[src/rtl/exu_pkg.sv]
// ----------------------------------------------------------------------------
// exu_pkg
// Shared types for the execute-stage arithmetic core (alu_bru_mul):
//   u32_t / u64_t  : datapath word types
//   alu_op_t       : 4-bit ALU operation code
//   bru_op_t       : 3-bit branch condition code
//   mul_state_t    : multiplier FSM state, exposed for debug
//   mul_product()  : full 64-bit product with signed/unsigned operand extension
// ----------------------------------------------------------------------------
package exu_pkg;

   typedef logic [31:0] u32_t;
   typedef logic [63:0] u64_t;

   typedef enum logic [3:0] {
      ALU_ADD   = 4'd0,
      ALU_SUB   = 4'd1,
      ALU_SLT   = 4'd2,
      ALU_SLTU  = 4'd3,
      ALU_AND   = 4'd4,
      ALU_OR    = 4'd5,
      ALU_XOR   = 4'd6,
      ALU_NOR   = 4'd7,
      ALU_SLL   = 4'd8,
      ALU_SRL   = 4'd9,
      ALU_SRA   = 4'd10,
      ALU_PASSB = 4'd11
   } alu_op_t;

   typedef enum logic [2:0] {
      BRU_NONE   = 3'd0,
      BRU_EQ     = 3'd1,
      BRU_NE     = 3'd2,
      BRU_LT     = 3'd3,
      BRU_GE     = 3'd4,
      BRU_LTU    = 3'd5,
      BRU_GEU    = 3'd6,
      BRU_ALWAYS = 3'd7
   } bru_op_t;

   typedef enum logic [1:0] {
      MUL_IDLE = 2'd0,
      MUL_CALC = 2'd1,
      MUL_DONE = 2'd2
   } mul_state_t;

   // Extending both operands to 64 bits and keeping the low 64 bits of the
   // product gives the exact result in both signed and unsigned modes.
   function automatic u64_t mul_product(input u32_t a, input u32_t b, input logic sgn);
      u64_t ea;
      u64_t eb;
      ea = sgn ? {{32{a[31]}}, a} : {32'b0, a};
      eb = sgn ? {{32{b[31]}}, b} : {32'b0, b};
      return ea * eb;
   endfunction

endpackage

[src/rtl/alu_bru_mul_if.sv]
// ----------------------------------------------------------------------------
// alu_bru_mul_if
// Multiplier request/response bundle of the execute stage.
//   master (pipeline side): drives mul_en, mul_signed, mul_flush, mul_a, mul_b
//   slave  (multiplier)   : drives mul_out, mul_done, mul_state (debug)
//
// Handshake: the requester raises mul_en with operands and keeps it high until
// it sees mul_done. mul_done is a one-cycle pulse; mul_out is valid in that
// cycle and holds until the next completion. mul_flush aborts any request in
// flight, wins over mul_en and suppresses mul_done.
// ----------------------------------------------------------------------------
interface alu_bru_mul_if;
   import exu_pkg::*;

   logic       mul_en;
   logic       mul_signed;
   logic       mul_flush;
   u32_t       mul_a;
   u32_t       mul_b;
   u64_t       mul_out;
   logic       mul_done;
   mul_state_t mul_state;

   modport master (
      output mul_en, mul_signed, mul_flush, mul_a, mul_b,
      input  mul_out, mul_done, mul_state
   );

   modport slave (
      input  mul_en, mul_signed, mul_flush, mul_a, mul_b,
      output mul_out, mul_done, mul_state
   );
endinterface

[src/rtl/mul_unit.sv]
// ----------------------------------------------------------------------------
// mul_unit
// 32x32->64 multiplier of the execute stage.
//   clk, rst_n : clock, synchronous active-low reset
//   mul        : alu_bru_mul_if.slave request/response bundle
//
// Build option EXU_MUL_PIPE_EN:
//   defined   : IDLE -> CALC -> DONE FSM, operands captured in IDLE, product
//               registered in CALC, mul_done pulses in DONE (en at N -> done
//               at N+2).
//   undefined : combinational multiplier, mul_done = mul_en & ~mul_flush,
//               no state; clk/rst_n have no effect.
// ----------------------------------------------------------------------------
module mul_unit
   import exu_pkg::*;
(
   input  logic               clk,
   input  logic               rst_n,
   alu_bru_mul_if.slave       mul
);

`ifdef EXU_MUL_PIPE_EN

   mul_state_t state_q;
   mul_state_t state_d;
   u32_t       a_q;
   u32_t       b_q;
   logic       sgn_q;
   u64_t       out_q;
   logic       capture;
   logic       load_out;
   logic       done_c;

   always_ff @(posedge clk) begin
      if (!rst_n) begin
         state_q <= MUL_IDLE;
         a_q     <= '0;
         b_q     <= '0;
         sgn_q   <= 1'b0;
         out_q   <= '0;
      end else begin
         state_q <= state_d;
         if (capture) begin
            a_q   <= mul.mul_a;
            b_q   <= mul.mul_b;
            sgn_q <= mul.mul_signed;
         end
         if (load_out) begin
            out_q <= mul_product(a_q, b_q, sgn_q);
         end
      end
   end

   always_comb begin
      state_d  = state_q;
      capture  = 1'b0;
      load_out = 1'b0;
      done_c   = 1'b0;
      case (state_q)
         MUL_IDLE: begin
            if (mul.mul_en) begin
               capture = 1'b1;
               state_d = MUL_CALC;
            end
         end
         MUL_CALC: begin
            load_out = 1'b1;
            state_d  = MUL_DONE;
         end
         MUL_DONE: begin
            done_c  = 1'b1;
            state_d = MUL_IDLE;
         end
         default: state_d = MUL_IDLE;
      endcase
      // Flush overrides everything: no capture, no product update, no done.
      if (mul.mul_flush) begin
         state_d  = MUL_IDLE;
         capture  = 1'b0;
         load_out = 1'b0;
         done_c   = 1'b0;
      end
   end

   assign mul.mul_out   = out_q;
   assign mul.mul_done  = done_c;
   assign mul.mul_state = state_q;

`else

   logic unused_clk_rst;
   assign unused_clk_rst = clk ^ rst_n;

   assign mul.mul_out   = mul_product(mul.mul_a, mul.mul_b, mul.mul_signed);
   assign mul.mul_done  = mul.mul_en & ~mul.mul_flush;
   assign mul.mul_state = MUL_IDLE;

`endif

endmodule

[src/rtl/alu_bru_mul.sv]
// ----------------------------------------------------------------------------
// alu_bru_mul
// Execute-stage arithmetic core: combinational 32-bit ALU, combinational
// branch comparator (BRU) and the mul_unit multiplier.
//   clk, rst_n           : clock, synchronous active-low reset
//   alu_op, alu_a, alu_b : ALU operation and operands -> alu_out
//   bru_op, bru_a, bru_b : branch condition and operands -> br_taken
//   mul                  : alu_bru_mul_if.slave multiplier bundle
// Build option EXU_MUL_PIPE_EN selects the multi-cycle multiplier (see
// mul_unit); undefined gives the single-cycle combinational multiplier.
// ----------------------------------------------------------------------------
module alu_bru_mul
   import exu_pkg::*;
(
   input  logic          clk,
   input  logic          rst_n,
   input  alu_op_t       alu_op,
   input  u32_t          alu_a,
   input  u32_t          alu_b,
   output u32_t          alu_out,
   input  bru_op_t       bru_op,
   input  u32_t          bru_a,
   input  u32_t          bru_b,
   output logic          br_taken,
   alu_bru_mul_if.slave  mul
);

   logic [4:0] shamt;
   assign shamt = alu_b[4:0];

   always_comb begin
      alu_out = '0;
      case (alu_op)
         ALU_ADD:   alu_out = alu_a + alu_b;
         ALU_SUB:   alu_out = alu_a - alu_b;
         ALU_SLT:   alu_out = {31'b0, $signed(alu_a) < $signed(alu_b)};
         ALU_SLTU:  alu_out = {31'b0, alu_a < alu_b};
         ALU_AND:   alu_out = alu_a & alu_b;
         ALU_OR:    alu_out = alu_a | alu_b;
         ALU_XOR:   alu_out = alu_a ^ alu_b;
         ALU_NOR:   alu_out = ~(alu_a | alu_b);
         ALU_SLL:   alu_out = alu_a << shamt;
         ALU_SRL:   alu_out = alu_a >> shamt;
         ALU_SRA:   alu_out = u32_t'($signed(alu_a) >>> shamt);
         ALU_PASSB: alu_out = alu_b;
         default:   alu_out = '0;
      endcase
   end

   always_comb begin
      br_taken = 1'b0;
      case (bru_op)
         BRU_NONE:   br_taken = 1'b0;
         BRU_EQ:     br_taken = (bru_a == bru_b);
         BRU_NE:     br_taken = (bru_a != bru_b);
         BRU_LT:     br_taken = ($signed(bru_a) <  $signed(bru_b));
         BRU_GE:     br_taken = ($signed(bru_a) >= $signed(bru_b));
         BRU_LTU:    br_taken = (bru_a <  bru_b);
         BRU_GEU:    br_taken = (bru_a >= bru_b);
         BRU_ALWAYS: br_taken = 1'b1;
         default:    br_taken = 1'b0;
      endcase
   end

   mul_unit u_mul (
      .clk   (clk),
      .rst_n (rst_n),
      .mul   (mul)
   );

endmodule

[src/flat_wrapper.sv]
// flat-port wrapper written by rule: the top's interface ports become plain ports
module alu_bru_mul_flat import exu_pkg::*;
  (clk, rst_n, alu_op, alu_a, alu_b, alu_out, bru_op, bru_a, bru_b, br_taken, mul_mul_en, mul_mul_signed, mul_mul_flush, mul_mul_a, mul_mul_b, mul_mul_out, mul_mul_done, mul_mul_state);
  alu_bru_mul_if mul_i ();
  input  logic clk;
  input  logic rst_n;
  input  alu_op_t alu_op;
  input  u32_t alu_a;
  input  u32_t alu_b;
  output u32_t alu_out;
  input  bru_op_t bru_op;
  input  u32_t bru_a;
  input  u32_t bru_b;
  output logic br_taken;
  input wire logic [$bits(mul_i.mul_en)-1:0] mul_mul_en;
  input wire logic [$bits(mul_i.mul_signed)-1:0] mul_mul_signed;
  input wire logic [$bits(mul_i.mul_flush)-1:0] mul_mul_flush;
  input wire logic [$bits(mul_i.mul_a)-1:0] mul_mul_a;
  input wire logic [$bits(mul_i.mul_b)-1:0] mul_mul_b;
  output wire logic [$bits(mul_i.mul_out)-1:0] mul_mul_out;
  output wire logic [$bits(mul_i.mul_done)-1:0] mul_mul_done;
  output wire logic [$bits(mul_i.mul_state)-1:0] mul_mul_state;
  assign mul_i.mul_en = mul_mul_en;
  assign mul_i.mul_signed = mul_mul_signed;
  assign mul_i.mul_flush = mul_mul_flush;
  assign mul_i.mul_a = mul_mul_a;
  assign mul_i.mul_b = mul_mul_b;
  assign mul_mul_out = mul_i.mul_out;
  assign mul_mul_done = mul_i.mul_done;
  assign mul_mul_state = mul_i.mul_state;
  alu_bru_mul u_core (.clk(clk), .rst_n(rst_n), .alu_op(alu_op), .alu_a(alu_a), .alu_b(alu_b), .alu_out(alu_out), .bru_op(bru_op), .bru_a(bru_a), .bru_b(bru_b), .br_taken(br_taken), .mul(mul_i));
endmodule
[config.mk]
export PLATFORM = sky130hd
export DESIGN_NAME = alu_bru_mul_flat
export DESIGN_NICKNAME = d
export VERILOG_FILES = /design/src/rtl/exu_pkg.sv /design/src/rtl/alu_bru_mul_if.sv /design/src/rtl/mul_unit.sv /design/src/rtl/alu_bru_mul.sv /design/src/flat_wrapper.sv
export SDC_FILE = /design/constraint.sdc
export NUM_CORES = 2
export LEC_CHECK = 0
export ABC_AREA = 0
export CAP_MARGIN = 10
export CORE_ASPECT_RATIO = 0.7
export CORE_UTILIZATION = 30
export DETAILED_ROUTE_END_ITERATION = 12
export PLACE_DENSITY = 0.47
export SETUP_SLACK_MARGIN = 0.4
export SYNTH_ARGS = -nofsm -noshare
export SYNTH_HDL_FRONTEND = slang
export SYNTH_SLANG_ARGS = --single-unit
[constraint.sdc]
create_clock -name vclk -period 21
set_input_delay 4.2 -clock vclk [all_inputs]
set_output_delay 4.2 -clock vclk [all_outputs]
set_load 0.02 [all_outputs]
==> qor.yml <==
routed_wl_mm: 212
post_drt_via_cell_ratio: 4.94
fill_cells: 20000
routedWlPerCell_um: 23.3
cts_resized: 0
end_kind: "output port"
hold_path.class: "primary input to output port"
fp.dieH_um: 369
postCtsSetupRepairBufs: 0
antenna_found_initial: 9
syn-cell-area_um2: 57600
num_rows: 134
hold_violations: 0
cp.arrival_ns: 15.46
postCtsHoldBufs: 0
tns_ns: 0
synth.avg_cell_area_um2: 8.88
gp_congestion: 0.934
grt_first_pass_wirelength_mm: 321
timing.fmax_ghz: 0.0509
fin_crit_ns: 19.66
grt_max_degree: 69
ys_seq_area_share_pct: 0
die_w_um: 526
syn_to_final_growth_pct: 9.70
start_util_pct: 30.2
crit_fanout: 22
vias: 44800
slew_headroom_pct: 19.5
startpoint_type: "primary input"
rsz0062_at_grt: "false"
setup_viol: 0
crit_type: "primary input to output port"
worst_slew_pin_slew_ns: 1.19
crit_required_ns: 16.80
crit_top_cell: "fa_1"
drive_above_1_share_pct: 3.73
grt_pass1_vias: 47900
max_stage_delay_ns: 0.98
io_pins: 304
first_iter_violations: 3691
yosysWarnings: 0
seq_area_um2: 0
yosys.cell_types.count: 96
portBuffers: 300
drc: 3
ant_nets: 0
cpMaxStageDelayCell: "fa_1"
fin_crit_sh_pct: 93.6
max_cap_viol_count: 0
overflow: 0
nets: 8627
core_um2: 191000
drv_slew: 0
synthCells: 6489
firstDrtPassIters: 12
violations: "DRC"
dieArea_um2: 194000
grt_usage_pct: 22.1
seq_cells: 0
outcome: "finished with violations"
clkbuf_count: 0
dp.final_hpwl_mm: 177
cells in the mapped netlist, types with 6 or more instances:
cell type     n  share of area [%]
inv_1      1637                 11
fa_1       1417                 49
nand2_1     647                4.2
and2_1      553                6.0
ha_1        444                9.6
clkbuf_1    288                1.9
nor2_1      215                1.4
a21oi_1     188                1.6
o21ai_0     134                1.2
xnor2_1     133                2.0
a21o_1       73               0.95
mux2i_1      47               0.82
mux4_2       45                1.8
nor3_1       40               0.35
nand3_1      37               0.32
and3_1       35               0.38
a211oi_1     34               0.44
nand4_1      33               0.36
buf_2        27               0.23
o21bai_1     24               0.31
xor2_1       22               0.33
buf_1        21               0.14
nand2b_1     20               0.22
a31oi_1      19               0.21
nor2b_1      19               0.21
o221ai_1     19               0.29
o22ai_1      19               0.21
a22o_1       18               0.27
o211ai_1     17               0.22
a221o_1      15               0.26
a222oi_1     14               0.24
a22oi_1      14               0.18
a221oi_1     13               0.20
o31ai_1      13               0.17
o21a_1       12               0.16
or3_1        12               0.13
buf_4        11               0.14
a211o_1      10               0.15
o21ai_1      10              0.087
nor4_1        9              0.098
a31o_2        8               0.12
mux4_1        6               0.27
nand3b_1      6              0.078
o21ba_2       6               0.10
or2_2         6              0.065
worst max-delay path, delay by kind of cell:
| kind | cells | cell delay [ns] |
|---|---|---|
| adder cells (fa/ha/maj) | 11 | 6.27 |
| buffers and inverters | 8 | 2.30 |
| AND/OR/NAND/NOR | 4 | 1.36 |
| AO/OA/AOI/OAI | 7 | 1.31 |
area by class of cell:
cell class	instances	area [um2]	share of cell area, %
Timing Repair Buffer	418	3780	5.99
Inverter	1639	6150	9.73
Multi-Input combinational cell	4503	50100	79.3
Tap cell	2516	3150	4.98
Antenna cell	7	17.5	0.0277
stage by stage:
stage	instance area (um2)	instances	setup WS [ns]	util (%)	hold slack, ns
floorplan	57600	6490	3.72	-	8.48
global placement	63100	9074	1.36	33.1	9.41
detailed placement	63200	9075	1.34	33.1	9.42
CTS	63200	9075	1.30	33.1	9.43
global route	63200	9077	0.853	33.1	9.44
finish	63200	9083	1.34	33.2	9.42
cell usage in the layout, fill, tap and decap left out, drive strengths merged, types with 133 or more instances in the layout:
master / count
inv: 1637
fa: 1417
nand2: 647
and2: 554
ha: 444
clkdlybuf4s50: 274
nor2: 216
a21oi: 190
o21ai: 146
buf: 143
xnor2: 133
kinds of logic (layout without fill, tap and decap cells):
kind of cell / Yosys count / count (layout) / share of synthesized area [%]
AO/OA/AOI/OAI: 726 / 726 / 8.53
multiplexers: 103 / 103 / 2.95
XOR/XNOR: 155 / 155 / 2.36
AND/OR/NAND/NOR: 1654 / 1654 / 14.1
other: 1 / 9 / 0.00651
buffers and inverters: 1987 / 2057 / 13.1
adder cells (fa/ha/maj): 1863 / 1863 / 58.9
worst paths after layout:
| check | start | to | slack (ns) | cells after the start |
|---|---|---|---|---|
| max | mul_mul_a[31] | mul_mul_out[62] | 1.34 | 30 |
| min | mul_mul_flush | mul_mul_done | 9.42 | 3 |
layer usage:
metal	track usage [%]	part of all wire [%]	vias up	wire (um)
li1	-	-	19700	-
met3	3.80	8.1	97	17100
met2	31.5	41	1518	86200
met1	35.3	50	23500	106000
met4	2.17	1.0	6	2130
met5	0	0.017	-	36
